===== src/rtl/lane_pkg.sv =====
// Shared definitions for the lane selector: command encodings and default lane geometry.
package lane_pkg;

  typedef enum logic [1:0] {
    MODE_LOAD  = 2'b00,
    MODE_ROTL  = 2'b01,
    MODE_ROTR  = 2'b10,
    MODE_CLEAR = 2'b11
  } mode_e;

  localparam int LANE_IDX_W = 4;
  localparam int LANE_COUNT = 16;

endpackage


===== src/rtl/onehot_dec.sv =====
// Parametrised binary-to-one-hot decoder; indices at or beyond OUT_W decode to all-zero
// and drop the in-range flag.
module onehot_dec #(
  parameter int IDX_W = 4,
  parameter int OUT_W = 16
) (
  input  logic [IDX_W-1:0] idx,
  output logic [OUT_W-1:0] onehot,
  output logic             in_range
);

  localparam logic [IDX_W:0] OUT_W_L = OUT_W[IDX_W:0];

  // Range test and decode
  always_comb begin
    in_range = ({1'b0, idx} < OUT_W_L);
    onehot   = {OUT_W{1'b0}};
    for (int i = 0; i < OUT_W; i++) begin
      if (in_range && (idx == IDX_W'(i))) begin
        onehot[i] = 1'b1;
      end else begin
        onehot[i] = 1'b0;
      end
    end
  end

endmodule


===== src/rtl/onehot_lane_sel.sv =====
// Registered index-to-one-hot lane selector with load/rotate/clear commands and a
// valid/ready handshake on both sides (no skid buffer; full throughput).
module onehot_lane_sel
  import lane_pkg::*;
#(
  parameter int IDX_W = LANE_IDX_W,
  parameter int OUT_W = LANE_COUNT
) (
  input  logic             clk,
  input  logic             rst,
  input  logic             in_valid,
  output logic             in_ready,
  input  logic [1:0]       in_mode,
  input  logic [IDX_W-1:0] in_idx,
  output logic             out_valid,
  input  logic             out_ready,
  output logic [OUT_W-1:0] out_onehot,
  output logic [IDX_W-1:0] out_idx,
  output logic             out_err
);

  localparam logic [IDX_W-1:0] LAST_IDX = IDX_W'(OUT_W - 1);
  localparam logic [IDX_W-1:0] ZERO_IDX = {IDX_W{1'b0}};
  localparam logic [OUT_W-1:0] ZERO_OH  = {OUT_W{1'b0}};
  localparam logic [OUT_W-1:0] LANE0_OH = {{(OUT_W-1){1'b0}}, 1'b1};

  if ((OUT_W > (2 ** IDX_W)) || (OUT_W < 2)) begin : g_bad_geometry
    $fatal(1, "onehot_lane_sel: OUT_W must satisfy 2 <= OUT_W <= 2**IDX_W");
  end

  logic [OUT_W-1:0] cur_r;
  logic [IDX_W-1:0] cur_idx_r;
  logic             out_valid_r;
  logic [OUT_W-1:0] out_onehot_r;
  logic [IDX_W-1:0] out_idx_r;
  logic             out_err_r;

  logic [IDX_W-1:0] dec_idx_s;
  logic [OUT_W-1:0] dec_onehot_s;
  logic             dec_in_range_s;
  logic             want_sel_s;
  logic             rot_err_s;
  logic             nxt_err_s;
  logic [OUT_W-1:0] nxt_cur_s;
  logic [IDX_W-1:0] nxt_idx_s;
  logic             accept_s;

  assign in_ready = !out_valid_r || out_ready;
  assign accept_s = in_valid && in_ready;

  // Candidate index per command; rotating an empty selection is an error, not a reload
  always_comb begin
    dec_idx_s  = in_idx;
    want_sel_s = 1'b0;
    rot_err_s  = 1'b0;
    case (in_mode)
      MODE_LOAD: begin
        dec_idx_s  = in_idx;
        want_sel_s = 1'b1;
      end
      MODE_ROTL: begin
        if (cur_r == ZERO_OH) begin
          dec_idx_s = cur_idx_r;
          rot_err_s = 1'b1;
        end else begin
          dec_idx_s  = (cur_idx_r == LAST_IDX) ? ZERO_IDX : cur_idx_r + IDX_W'(1);
          want_sel_s = 1'b1;
        end
      end
      MODE_ROTR: begin
        if (cur_r == ZERO_OH) begin
          dec_idx_s = cur_idx_r;
          rot_err_s = 1'b1;
        end else begin
          dec_idx_s  = (cur_idx_r == ZERO_IDX) ? LAST_IDX : cur_idx_r - IDX_W'(1);
          want_sel_s = 1'b1;
        end
      end
      MODE_CLEAR: begin
        dec_idx_s  = in_idx;
        want_sel_s = 1'b0;
      end
      default: begin
        dec_idx_s  = in_idx;
        want_sel_s = 1'b0;
      end
    endcase
  end

  onehot_dec #(
    .IDX_W (IDX_W),
    .OUT_W (OUT_W)
  ) u_dec (
    .idx      (dec_idx_s),
    .onehot   (dec_onehot_s),
    .in_range (dec_in_range_s)
  );

  // Resolve the post-command selection; an out-of-range load leaves no lane selected
  always_comb begin
    nxt_err_s = rot_err_s || (want_sel_s && !dec_in_range_s);
    if (want_sel_s && dec_in_range_s) begin
      nxt_cur_s = dec_onehot_s;
      nxt_idx_s = dec_idx_s;
    end else begin
      nxt_cur_s = ZERO_OH;
      nxt_idx_s = ZERO_IDX;
    end
  end

  // Selection state and output register; everything freezes while the consumer stalls
  always_ff @(posedge clk) begin
    if (rst) begin
      cur_r        <= LANE0_OH;
      cur_idx_r    <= ZERO_IDX;
      out_valid_r  <= 1'b0;
      out_onehot_r <= ZERO_OH;
      out_idx_r    <= ZERO_IDX;
      out_err_r    <= 1'b0;
    end else if (accept_s) begin
      cur_r        <= nxt_cur_s;
      cur_idx_r    <= nxt_idx_s;
      out_valid_r  <= 1'b1;
      out_onehot_r <= nxt_cur_s;
      out_idx_r    <= nxt_idx_s;
      out_err_r    <= nxt_err_s;
    end else if (out_ready) begin
      out_valid_r  <= 1'b0;
    end else begin
      out_valid_r  <= out_valid_r;
    end
  end

  assign out_valid  = out_valid_r;
  assign out_onehot = out_onehot_r;
  assign out_idx    = out_idx_r;
  assign out_err    = out_err_r;

endmodule


===== config.mk =====
export PLATFORM = sky130hd
export DESIGN_NAME = onehot_lane_sel
export DESIGN_NICKNAME = d
export VERILOG_FILES = /design/src/rtl/lane_pkg.sv /design/src/rtl/onehot_dec.sv /design/src/rtl/onehot_lane_sel.sv
export SDC_FILE = /design/constraint.sdc
export NUM_CORES = 1
export LEC_CHECK = 0
export ABC_AREA = 1
export BUFFER_PORTS_ARGS = -buffer_cell sky130_fd_sc_hd__clkbuf_2
export CAP_MARGIN = 10
export CORE_MARGIN = 2
export CORE_UTILIZATION = 50
export DETAILED_ROUTE_END_ITERATION = 7
export GPL_ROUTABILITY_DRIVEN = 0
export HOLD_SLACK_MARGIN = 0.15
export PLACE_DENSITY = 0.75
export REMOVE_ABC_BUFFERS = 1
export SYNTH_ARGS = -nofsm -noshare
export SYNTH_HDL_FRONTEND = slang
export SYNTH_SLANG_ARGS = --single-unit

===== constraint.sdc =====
create_clock -name clk -period 1.9 [get_ports clk]
set_input_delay 0.285 -clock clk [delete_from_list [all_inputs] [get_ports clk]]
set_output_delay 0.285 -clock clk [all_outputs]
set_load 0.05 [all_outputs]

=== Word level (Yosys, flattened, before mapping) ===
Index checks and enable logic that the tools add are counted.

* Add/sub/neg operators: 2
* Equality and inequality tests: 19
* Muxes and demuxes: 29
* Reductions and logical operators: 10

{| class="wikitable"
|+ Operators by type and width
! operator !! number
|-
| equality test 4 bit, second input constant || 9
|-
| two-way mux 1 bit || 21
|-
| two-way mux 4 bit || 5
|-
| equality test 4 x 3 -> 1 bit, second input constant || 4
|-
| zero test 16 bit || 1
|-
| two-way mux 16 bit || 1
|-
| one-hot mux 4 bit (3 select lines) || 1
|-
| equality test 4 x 2 -> 1 bit, second input constant || 2
|-
| zero test 4 bit || 2
|-
| adder 4 x 1 -> 4 bit, second input constant || 1
|-
| equality test 2 bit, second input constant || 2
|-
| equality test 4 x 1 -> 1 bit, second input constant || 1
|-
| OR reduction 2 bit || 2
|-
| subtractor 4 x 1 -> 4 bit, second input constant || 1
|-
| one-hot mux 1 bit (3 select lines) || 1
|-
| equality test 2 x 1 -> 1 bit, second input constant || 1
|-
| zero test 2 bit || 1
|-
| nonzero test 2 bit || 1
|-
| logical AND 1 bit || 1
|-
| zero test 1 bit || 1
|-
| logical OR 1 bit || 1
|}

* Bits in registers: 38
* Input port bits: 10
* Word-level logic and storage cells: 65

=== Logic depth before layout (Yosys ltp) ===
Gate-level depths: netlist (run 1).

* Depth after elaboration: 7
* Gate-level depth with buffers: 14
* Gate-level depth less buffers: 13

=== Hierarchy ===
Synthesis (run 1) repeated with hierarchy kept, for this count alone.

* Cell total of the unflattened synthesis: 222
* Area, all modules: 1468.9 µm²

{| class="wikitable"
|+ Modules (own cells, without submodules)
! module !! times used !! cells an instance !! area an instance (µm²)
|-
| onehot_lane_sel || 1 || 192 || 1352.5
|-
| onehot_dec || 1 || 30 || 116.4
|}

=== Worst setup path before layout (run 1) ===
No wires, ideal clock.

* Path type: reg-to-reg
* Start point: register out_idx[0] (netlist name)
* End point: register cur_r[14]
* Setup time: 67 ps
* Data arrival time: 1987 ps
* Required time: 1833 ps
* Setup slack: -155 ps
* Cell stages (with the launch flop): 14
* Buffers on the path: 0
* Clock period less this slack: 2055 ps
* Cell sequence: dfxtp_1 inv_1 ha_1 nand2_1 nor2_1 nor2_1 nand2_1 nand3_1 nand2_2 nand2_1 nand2_2 nor2_2 nand3_1 a21oi_2

{| class="wikitable"
|+ RTL lines
! item !! RTL line !! text
|-
| to (signal assigned) || onehot_lane_sel.sv:121 || <nowiki>cur_r <= nxt_cur_s;</nowiki>
|-
| to (decl) || onehot_lane_sel.sv:31 || <nowiki>logic [OUT_W-1:0] cur_r;</nowiki>
|}

==> impl_metrics.env, run 1 <==
export IMPL_place_hpwl_mm=2.26
export IMPL_synth_edf_count=0
export IMPL_slowest_stage="dfxtp_4"
export IMPL_first_global_vias=1054
export IMPL_yosysWarnings=0
export IMPL_finalCritPeriodShare=0.905
export IMPL_routedWlPerCell_microns=11.6
export IMPL_path_cells="inv_1 -> ha_1 -> nand2_1 -> nor2_1 -> nor2_1 -> nand2_1 -> nand3_1 -> nand2_2 -> nand2_1 -> nand2_2 -> nor2_2 -> nand3_1 -> a21oi_1"
export IMPL_clk_pin_slew_worst_paths_ns=0.12
export IMPL_grt_usage=0.191
export IMPL_rrSetupSlack_ns=0.18
export IMPL_diodes=0
export IMPL_antenna_found_initial=0
export IMPL_fin_nets=244
export IMPL_intPower_w=0.000691
export IMPL_finClkSkew_ns=0.00435
export IMPL_vias=1305
export IMPL_hold_slack_ns=0.250
export IMPL_insertion_delay_ns=0.31
export IMPL_synth_avg_cell_area_sq_um=6.86
export IMPL_synth_ff_type="dfxtp_1"
export IMPL_syn2layout_area_growth_pct=9.82
export IMPL_grt_ovfl_total=0
export IMPL_crit_fanout=4
export IMPL_drt_iter0_drc=36
export IMPL_pin_count=33
export IMPL_cp_common_cell="nand2_1"
export IMPL_numCtsBuffers=3
export IMPL_crit_buf_inv=1
export IMPL_switching_share=0.381
export IMPL_fp_row_count=19
export IMPL_via_per_inst=5.04
export IMPL_rsz0062_at_grt="false"
export IMPL_max_freq_mhz=581
export IMPL_hold_viol_final=0
export IMPL_finalSetupTns_ns=0
export IMPL_synth_area_leaders="dfxtp_1 32%, nand2_1 17%, a21oi_1 8.8%, buf_4 7.9%, nand3_1 7.4%"
export IMPL_clockBufferDepth=2
export IMPL_drc_errors=0
export IMPL_grt_pass1_wl_mm=4.86
export IMPL_p_seq_frac=0.466
export IMPL_ys_seq_elements=23
export IMPL_max_stage_delay_ns=0.39
export IMPL_firstDrtPassIters=4
export IMPL_cap_violations=0
export IMPL_root_buffer="clkbuf_4"
export IMPL_yosys_area_top_type_share=0.323
export IMPL_grt_start_max_net_pins=25
export IMPL_cts_tree="built"
export IMPL_peakVddDrop_mv=0.649
export IMPL_relSlewSlack=0.687
export IMPL_cts_sinks=23
export IMPL_dpl_cell_area_sq_mm=0.00151
export IMPL_cp_required_ns=2.15
export IMPL_finalMaxSlewViolations=0
export IMPL_power_frac_comb=0.335
export IMPL_clockPowerShare=0.199
export IMPL_fin_crit_ns=1.72
export IMPL_drive_above_1_share=0.285
export IMPL_routed_wl_mm=3.02
export IMPL_synth_top_area_cell="dfxtp_1"
export IMPL_core_sq_mm=0.00273
export IMPL_ys_seq_area_frac=0.323
export IMPL_postSynthCellCount=208
export IMPL_die_w_microns=57.4
export IMPL_synth_area_sq_mm=0.00143
export IMPL_path_class="reg -> reg"
export IMPL_synth_cell_type_count=20
export IMPL_p_switching_w=0.000426
export IMPL_antenna_left=0
export IMPL_p_leak_nw=0.713
export IMPL_fin_area_sq_mm=0.00157
export IMPL_worstPathArrival_ns=1.97
export IMPL_die_area_sq_mm=0.00330
export IMPL_hold_path_class="in -> reg"
export IMPL_start_util=0.522
export IMPL_crit_family="simple AND/OR/NAND/NOR gates"
export IMPL_portBuffers=32
export IMPL_setup_violations=0
export IMPL_crit_path_end_kind="flop"
export IMPL_power_density_mw_per_mm2=713
export IMPL_status="finished, final reports clean"
export IMPL_ctsHoldBuffers=0
export IMPL_synthArstFlopShare=0
export IMPL_die_height_microns=57.4
export IMPL_tightest_slew_ns=0.469
export IMPL_htreeDepth=1
export IMPL_crit_path_start_kind="flop"
==> layout make-up <==
type / instances / area [sq um]
fill: 273 / 1170
clock inverter: 1 / 5.00
tap: 31 / 38.8
clock buffer: 3 / 22.5
multi-input combinational: 151 / 790
timing repair buffer: 36 / 190
inverter: 14 / 52.6
sequential: 23 / 468
==> layout by cell type, fill, tap and decap left out, types with 5 or more instances in the layout <==
cell type	n
a21oi_1	25
clkbuf_2	32
dfxtp_1	21
ha_1	5
inv_1	11
nand2_1	63
nand2_2	6
nand3_1	21
nor2_1	14
nor2_4	7
==> kinds of logic after synthesis <==
group           synth area share
fa+ha+maj                 0.0439
simple gates               0.380
buf+inv                    0.134
flops                      0.323
xor+xnor                 0.00614
compound gates             0.113
==> sequential cells by signal, indices dropped and copies added, names as in the netlist <==
signal / count
cur_r: 16
out_err: 1
out_idx: 4
out_onehot: 1
out_valid: 1
==> per-layer routing <==
layer,wire length [microns],vias to the layer above,track usage
met5,0,-,0
met4,40,0,0.0598
met3,117,6,0.0408
met2,1360,30,0.291
met1,1500,579,0.270
li1,-,690,-
==> synthesized netlist by cell type, types with 3 or more instances <==
master,n
a21oi_2,3
clkbuf_1,4
nor2_1,14
inv_1,11
inv_2,3
nor2_4,5
a21oi_1,25
ha_1,5
nand2_2,7
nand3_1,21
nor2_2,3
buf_4,15
dfxtp_1,23
nand2_1,63
==> stage by stage <==
stage	std cells	utilization	setup WS (ns)	total power (W)
global route	259	0.573	0.00625	0.00118
CTS	258	0.562	0.00132	0.00111
detailed placement	254	0.552	0.0358	0.000892
global placement	254	0.552	0.00564	0.000891
floorplan	188	-	-0.388	0.000805
finish	259	0.573	0.180	0.00112
==> final timing paths <==
| path | from | to | cells past startpoint |
|---|---|---|---|
| setup reg to reg | out_idx[0]$_SDFFE_PP0P_ | cur_r[10]$_SDFFE_PP0P_ | 13 |
| hold / removal | out_ready | out_valid$_SDFFE_PP0P_ | 4 |
| hold reg to reg | out_onehot[0]$_SDFFE_PP0P_ | out_onehot[0]$_SDFFE_PP0P_ | 2 |
| setup / recovery | out_idx[0]$_SDFFE_PP0P_ | cur_r[10]$_SDFFE_PP0P_ | 13 |
==> power by group through the flow <==
stage          sequential (W)  combinational (W)  clock (W)
6_report             0.000520           0.000375   0.000222
5_1_grt              0.000523           0.000410   0.000250
4_1_cts              0.000521           0.000361   0.000228
3_5_place_dp         0.000532           0.000360          0
3_3_place_gp         0.000532           0.000359          0
2_1_floorplan        0.000587           0.000218          0
==> repair_timing <==
action	CTS	global route
setup buffers	0	1
resized for setup	0	7
endpoints found under the setup margin	0	18
==> worst register-to-register path: cells and delay by family, from the launching register on <==
family	cells	cell delay [ns]
simple gates	10	0.84
flops	1	0.39
fa+ha+maj	1	0.23
compound gates	1	0.13
buf+inv	1	0.06
(Power assumes the default switching activity.)
==> run 2: changes to the inputs <==
Settings changed: ABC_AREA 1 to default.
==> impl_metrics.env, run 2 <==
export IMPL_fp_row_count=19
export IMPL_fin_cells=257
export IMPL_dp_cells=241
export IMPL_antenna_left=0
export IMPL_root_buffer="clkbuf_4"
export IMPL_muxShareOfSynthArea=0.0155
export IMPL_fill_cells=197
export IMPL_cap_violations=0
export IMPL_reg2reg_from="cur_r[12]$_SDFFE_PP0P_"
export IMPL_grt_ovfl_total=0
export IMPL_final_cell_mix="52 x buf_4, 33 x clkbuf_2, 19 x dfxtp_1"
export IMPL_pin_count=33
export IMPL_holdPathEnd="out_valid$_SDFFE_PP0P_"
export IMPL_drive_above_1_share=0.518
export IMPL_top_register="cur_r"
export IMPL_synth_top_area_cell="dfxtp_1"
export IMPL_violations="setup timing"
export IMPL_worst_slack_ns=-0.378
export IMPL_use_met2=0.407
export IMPL_drc_errors=0
export IMPL_synth_commonest_cells="23 x dfxtp_1, 16 x nand2_1, 15 x buf_4"
export IMPL_synth_area_leaders="dfxtp_1 33%, buf_4 8.2%, o21ai_0 4.7%, ha_1 4.5%, a22o_1 4.5%"
export IMPL_hold_path_class="in -> reg"
export IMPL_synth_avg_cell_area_sq_um=8.82
export IMPL_holdPathStages=3
export IMPL_min_from="in_valid"
export IMPL_p_leak_nw=0.925
export IMPL_die_height_microns=56.5
export IMPL_path_cells="nor4_4 -> nand4_2 -> buf_6 -> buf_4 -> a32oi_4 -> nand2_2 -> buf_6 -> nor3_1 -> a22o_1"
export IMPL_finalPower_w=0.00134
export IMPL_slowest_stage="nor3_1"
export IMPL_crit_buf_inv=3
export IMPL_synth_top_family_by_area="compound AO/OA/AOI/OAI gates"
export IMPL_status="finished with violations"
export IMPL_via_per_inst=5.64
export IMPL_synth_fa_ha_area_frac=0.0455
export IMPL_drt_iter0_drc=64
export IMPL_finalCritPeriodShare=1.20
export IMPL_hold_viol_final=0
export IMPL_grt_util_met3=0.0346
export IMPL_syn2layout_area_growth_pct=41.5
export IMPL_worstPathArrival_ns=2.56
export IMPL_path_class="reg -> reg"
export IMPL_synth_xor_area_frac=0
export IMPL_htreeDepth=1
export IMPL_yosys_area_top_type_share=0.335
export IMPL_max_freq_mhz=439
export IMPL_synth_ff_type="dfxtp_1"
export IMPL_peakVddDrop_mv=0.519
export IMPL_fin_area_sq_mm=0.00195
export IMPL_finalSetupTns_ns=-4.77
export IMPL_start_util=0.512
export IMPL_firstDrtPassIters=4
export IMPL_grt_usage=0.239
export IMPL_finClkSkew_ns=0.00170
export IMPL_grt_use_met1=0.307
export IMPL_grt_start_max_net_pins=17
export IMPL_cts_tree="built"
export IMPL_tightest_slew_ns=0.431
export IMPL_ys_seq_area_frac=0.335
export IMPL_rsz0062_at_grt="true"
export IMPL_rr_endpoint="cur_r[10]$_SDFFE_PP0P_"
export IMPL_relSlewSlack=0.711
export IMPL_postSynthCellCount=156
export IMPL_vias=1449
export IMPL_grt_busiest_layer="met2"
export IMPL_grt_pass1_wl_mm=6.05
export IMPL_synth_simple_area_share=0.228
export IMPL_largest_reg_flops=16
export IMPL_first_global_vias=1362
export IMPL_numCtsBuffers=3
export IMPL_fin_crit_ns=2.28
export IMPL_synth_most_common_cell="dfxtp_1"
export IMPL_setup_violations=19
export IMPL_cts_sinks=23
export IMPL_yosysWarnings=0
export IMPL_ys_seq_elements=23
export IMPL_power_density_mw_per_mm2=686
export IMPL_die_area_sq_mm=0.00319
export IMPL_fin_nets=242
export IMPL_final_common_cell="buf_4"
export IMPL_place_hpwl_mm=2.71
export IMPL_max_stage_delay_ns=0.37
export IMPL_cp_common_cell="buf_6"
export IMPL_crit_path_end_kind="flop"
export IMPL_crit_fanout=4
export IMPL_rrSetupSlack_ns=-0.38
export IMPL_diodes=0
export IMPL_synth_compound_area_share=0.231
export IMPL_synthArstFlopShare=0
export IMPL_core_sq_mm=0.00269
export IMPL_crit_path_start_kind="flop"
export IMPL_clockBufferDepth=2
export IMPL_synth_edf_count=0
export IMPL_die_w_microns=56.5
export IMPL_crit_family="simple AND/OR/NAND/NOR gates"
export IMPL_synth_area_sq_mm=0.00138
export IMPL_cp_required_ns=2.18
export IMPL_clk_pin_slew_worst_paths_ns=0.13
export IMPL_portBuffers=32
export IMPL_finalMaxSlewViolations=0
export IMPL_insertion_delay_ns=0.33
export IMPL_dpl_cell_area_sq_mm=0.00173
export IMPL_synth_cell_type_count=43
export IMPL_r2r_cells=9
export IMPL_routedWlPerCell_microns=15.8
export IMPL_antenna_found_initial=0
export IMPL_ctsHoldBuffers=0
export IMPL_routed_wl_mm=4.07
-- run 2: where the power goes --
group	switching [W]	leakage [nW]	internal, W
clock	0.000168	0.0177	0.0000794
combinational	0.000316	0.719	0.000253
sequential	0.0000168	0.189	0.000504
-- run 2: metrics by stage --
step	utilization	setup slack (ns)	hold slack [ns]
after floorplan	-	-0.448	0.354
after global routing	0.725	-0.439	0.238
after detailed placement	0.645	-0.289	0.493
final	0.725	-0.378	0.209
after CTS	0.692	-0.153	0.211
after global placement	0.645	-0.213	0.478
-- run 2: cells by family after synthesis --
kind of cell             after synthesis
adder cells (fa/ha/maj)                5
flip-flops                            23
buffers and inverters                 30
AO/OA/AOI/OAI                         45
AND/OR/NAND/NOR                       51
multiplexers                           2
-- run 2: tightest hold or removal path: stages --
cell and delay, ns:
clkbuf_2 0.11, inv_1 0.06, a21oi_1 0.06
-- run 2: worst max-delay path by stage --
stage | slack [ns] | cells past startpoint | endpoint | startpoint
6_report | -0.38 | 9 | cur_r[10]$_SDFFE_PP0P_ | cur_r[12]$_SDFFE_PP0P_
5_1_grt | -0.44 | 9 | cur_r[10]$_SDFFE_PP0P_ | cur_r[15]$_SDFFE_PP0P_
4_1_cts | -0.15 | 7 | cur_r[11]$_SDFFE_PP0P_ | cur_r[4]$_SDFFE_PP0P_
3_5_place_dp | -0.29 | 6 | cur_r[11]$_SDFFE_PP0P_ | cur_r[9]$_SDFFE_PP0P_
3_3_place_gp | -0.21 | 10 | cur_r[12]$_SDFFE_PP0P_ | in_mode[0]
2_1_floorplan | -0.45 | 8 | cur_r[11]$_SDFFE_PP0P_ | out_idx[0]$_SDFFE_PP0P_
-- run 2: final cells by class --
type	count	area, sq um	area share
Clock buffer	3	22.5	0.0116
Clock inverter	1	5.00	0.00257
Inverter	9	33.8	0.0173
Multi-Input combinational cell	103	805	0.413
Sequential cell	23	465	0.239
Tap cell	31	38.8	0.0199
Timing Repair Buffer	87	578	0.297
-- run 2: routing by layer --
metal,routed length [microns],part of all wire
met1,1620,0.40
met2,2140,0.53
met3,231,0.057
met4,79,0.019
met5,0,0
-- run 2: timing repair --
action,CTS,global route
buffers inserted,5,7
endpoints found under the setup margin,19,20
resized for setup,20,12
pin swaps,2,10
==> run 3: changes to the inputs <==
Settings changed: ABC_AREA from default to 1, CAP_MARGIN 10 to default, CELL_PAD_IN_SITES_DETAIL_PLACEMENT from default to 1, CELL_PAD_IN_SITES_GLOBAL_PLACEMENT from default to 2, CORE_UTILIZATION 50 to 28, PLACE_DENSITY 0.75 to default, PLACE_DENSITY_LB_ADDON from default to 0.1.
==> impl_metrics.env, run 3 (same netlist as run 1, synthesis figures left out) <==
export IMPL_relSlewSlack=0.628
export IMPL_die_height_microns=75.4
export IMPL_core_sq_mm=0.00482
export IMPL_grt_use_met1=0.207
export IMPL_drive_above_1_share=0.454
export IMPL_fin_nets=254
export IMPL_insertion_delay_ns=0.27
export IMPL_clockBufferDepth=2
export IMPL_grt_pass1_wl_mm=6.07
export IMPL_grt_ovfl_total=0
export IMPL_place_hpwl_mm=3.03
export IMPL_final_common_cell="nand2_1"
export IMPL_p_leak_nw=0.804
export IMPL_fp_row_count=25
export IMPL_peakVddDrop_mv=0.395
export IMPL_fill_cells=625
export IMPL_crit_fanout=6
export IMPL_hold_slack_ns=0.334
export IMPL_vias=1378
export IMPL_largest_reg_flops=16
export IMPL_syn2layout_area_growth_pct=31.7
export IMPL_path_cells="nor2_1 -> nand2_1 -> nor2_4 -> nand2_4 -> buf_6 -> nand2_1 -> nand2_1 -> a21oi_2 -> inv_2 -> nand2_4 -> nor2_4 -> nand2_2 -> a21oi_1"
export IMPL_cap_violations=0
export IMPL_hold_viol_final=0
export IMPL_clk_pin_slew_worst_paths_ns=0.08
export IMPL_drc_errors=0
export IMPL_start_util=0.296
export IMPL_setup_violations=0
export IMPL_path_class="reg -> reg"
export IMPL_top_register="cur_r"
export IMPL_max_stage_delay_ns=0.33
export IMPL_crit_path_start_kind="flop"
export IMPL_grt_busiest_layer="met2"
export IMPL_numCtsBuffers=3
export IMPL_use_met2=0.221
export IMPL_die_area_sq_mm=0.00568
export IMPL_htreeDepth=1
export IMPL_finClkSkew_ns=0.00669
export IMPL_crit_path_end_kind="flop"
export IMPL_finalSetupTns_ns=0
export IMPL_cp_required_ns=2.03
export IMPL_antenna_found_initial=0
export IMPL_fin_crit_ns=1.82
export IMPL_via_per_inst=4.52
export IMPL_hold_path_class="in -> reg"
export IMPL_worstPathArrival_ns=1.94
export IMPL_ctsHoldBuffers=0
export IMPL_pin_count=33
export IMPL_grt_usage=0.140
export IMPL_status="finished, final reports clean"
export IMPL_drt_iter0_drc=70
export IMPL_max_freq_mhz=551
export IMPL_grt_start_max_net_pins=25
export IMPL_crit_family="simple AND/OR/NAND/NOR gates"
export IMPL_routedWlPerCell_microns=13.7
export IMPL_fin_cells=305
export IMPL_slowest_stage="dfxtp_1"
export IMPL_final_cell_mix="55 x nand2_1, 32 x clkbuf_2, 20 x a21oi_1"
export IMPL_power_density_mw_per_mm2=710
export IMPL_worst_slack_ns=0.0840
export IMPL_antenna_left=0
export IMPL_cp_common_cell="nand2_1"
export IMPL_finalCritPeriodShare=0.956
export IMPL_cts_sinks=23
export IMPL_diodes=0
export IMPL_cts_tree="built"
export IMPL_firstDrtPassIters=4
export IMPL_finalMaxSlewViolations=0
export IMPL_routed_wl_mm=4.19
export IMPL_portBuffers=32
export IMPL_tightest_slew_ns=0.559
export IMPL_root_buffer="clkbuf_8"
export IMPL_crit_buf_inv=2
export IMPL_die_w_microns=75.4
export IMPL_first_global_vias=1267
export IMPL_dp_cells=290
export IMPL_grt_util_met3=0.0278
export IMPL_dp_slack_ns=-0.111
==> run 3: cell types whose count changed in the layout (fill, tap and decap cells not counted), sizes merged, moves of 3 or more <==
cell | previous run | this run
nor4 | 4 | 0
nand3 | 5 | 22
buf | 54 | 13
o21ai | 15 | 2
nand4 | 4 | 0
a21oi | 7 | 28
nand2 | 17 | 72
nand2b | 3 | 0
nor3 | 3 | 0
inv | 9 | 14
a22oi | 3 | 0
a22o | 8 | 0
nor2 | 5 | 22
==> run 3: final cells by class <==
class / count / area, sq um / share of cell area
Multi-Input combinational cell: 152 / 950 / 0.506
Tap cell: 67 / 83.8 / 0.0446
Inverter: 14 / 52.6 / 0.0280
Timing Repair Buffer: 45 / 274 / 0.146
Clock buffer: 4 / 45.0 / 0.0240
Sequential cell: 23 / 473 / 0.252
==> run 3: routing by layer <==
layer  share of wire  routed length (microns)  vias up
met2            0.45                     1880       26
met3           0.031                      131        0
met5               0                        0        -
li1                -                        -      707
met1            0.52                     2180      645
met4               0                        0        0
==> run 3: path summary, 6_finish.rpt <==
| check | startpoint | end | slack (ns) | cells past startpoint |
|---|---|---|---|---|
| setup / recovery | cur_r[5]$_SDFFE_PP0P_ | out_onehot[0]$_SDFFE_PP0P_ | 0.08 | 13 |
| setup reg to reg | cur_r[5]$_SDFFE_PP0P_ | out_onehot[0]$_SDFFE_PP0P_ | 0.08 | 13 |
| hold reg to reg | cur_r[0]$_SDFFE_PP1P_ | cur_r[0]$_SDFFE_PP1P_ | 0.47 | 2 |
| hold / removal | out_ready | out_valid$_SDFFE_PP0P_ | 0.33 | 4 |
==> run 3: worst min-delay path: stages <==
cell,delay (ns)
clkbuf_2,0.08
inv_1,0.03
nand2_1,0.09
a21oi_1,0.07
==> run 3: through the flow <==
stage	total power [W]	utilization	area [sq um]
2_1_floorplan	0.000805	-	1290
3_3_place_gp	0.000907	0.323	1550
3_5_place_dp	0.000912	0.323	1550
4_1_cts	0.00122	0.333	1610
5_1_grt	0.00141	0.390	1880
6_report	0.00133	0.390	1880
==> run 3: timing repair <==
action | 4_1_cts | 5_1_grt
gates cloned | 0 | 1
buffers inserted | 0 | 11
hold endpoints to repair | 0 | 0
resized for setup | 2 | 51
pin swaps | 0 | 24
setup endpoints to repair | 13 | 18
==> run 3: where the power goes <==
group	internal [W]	switching (W)	leakage, nW
Combinational	0.000171	0.000333	0.591
Clock	0.000150	0.000158	0.0228
Sequential	0.000502	0.0000197	0.190
Total	0.000823	0.000510	0.804
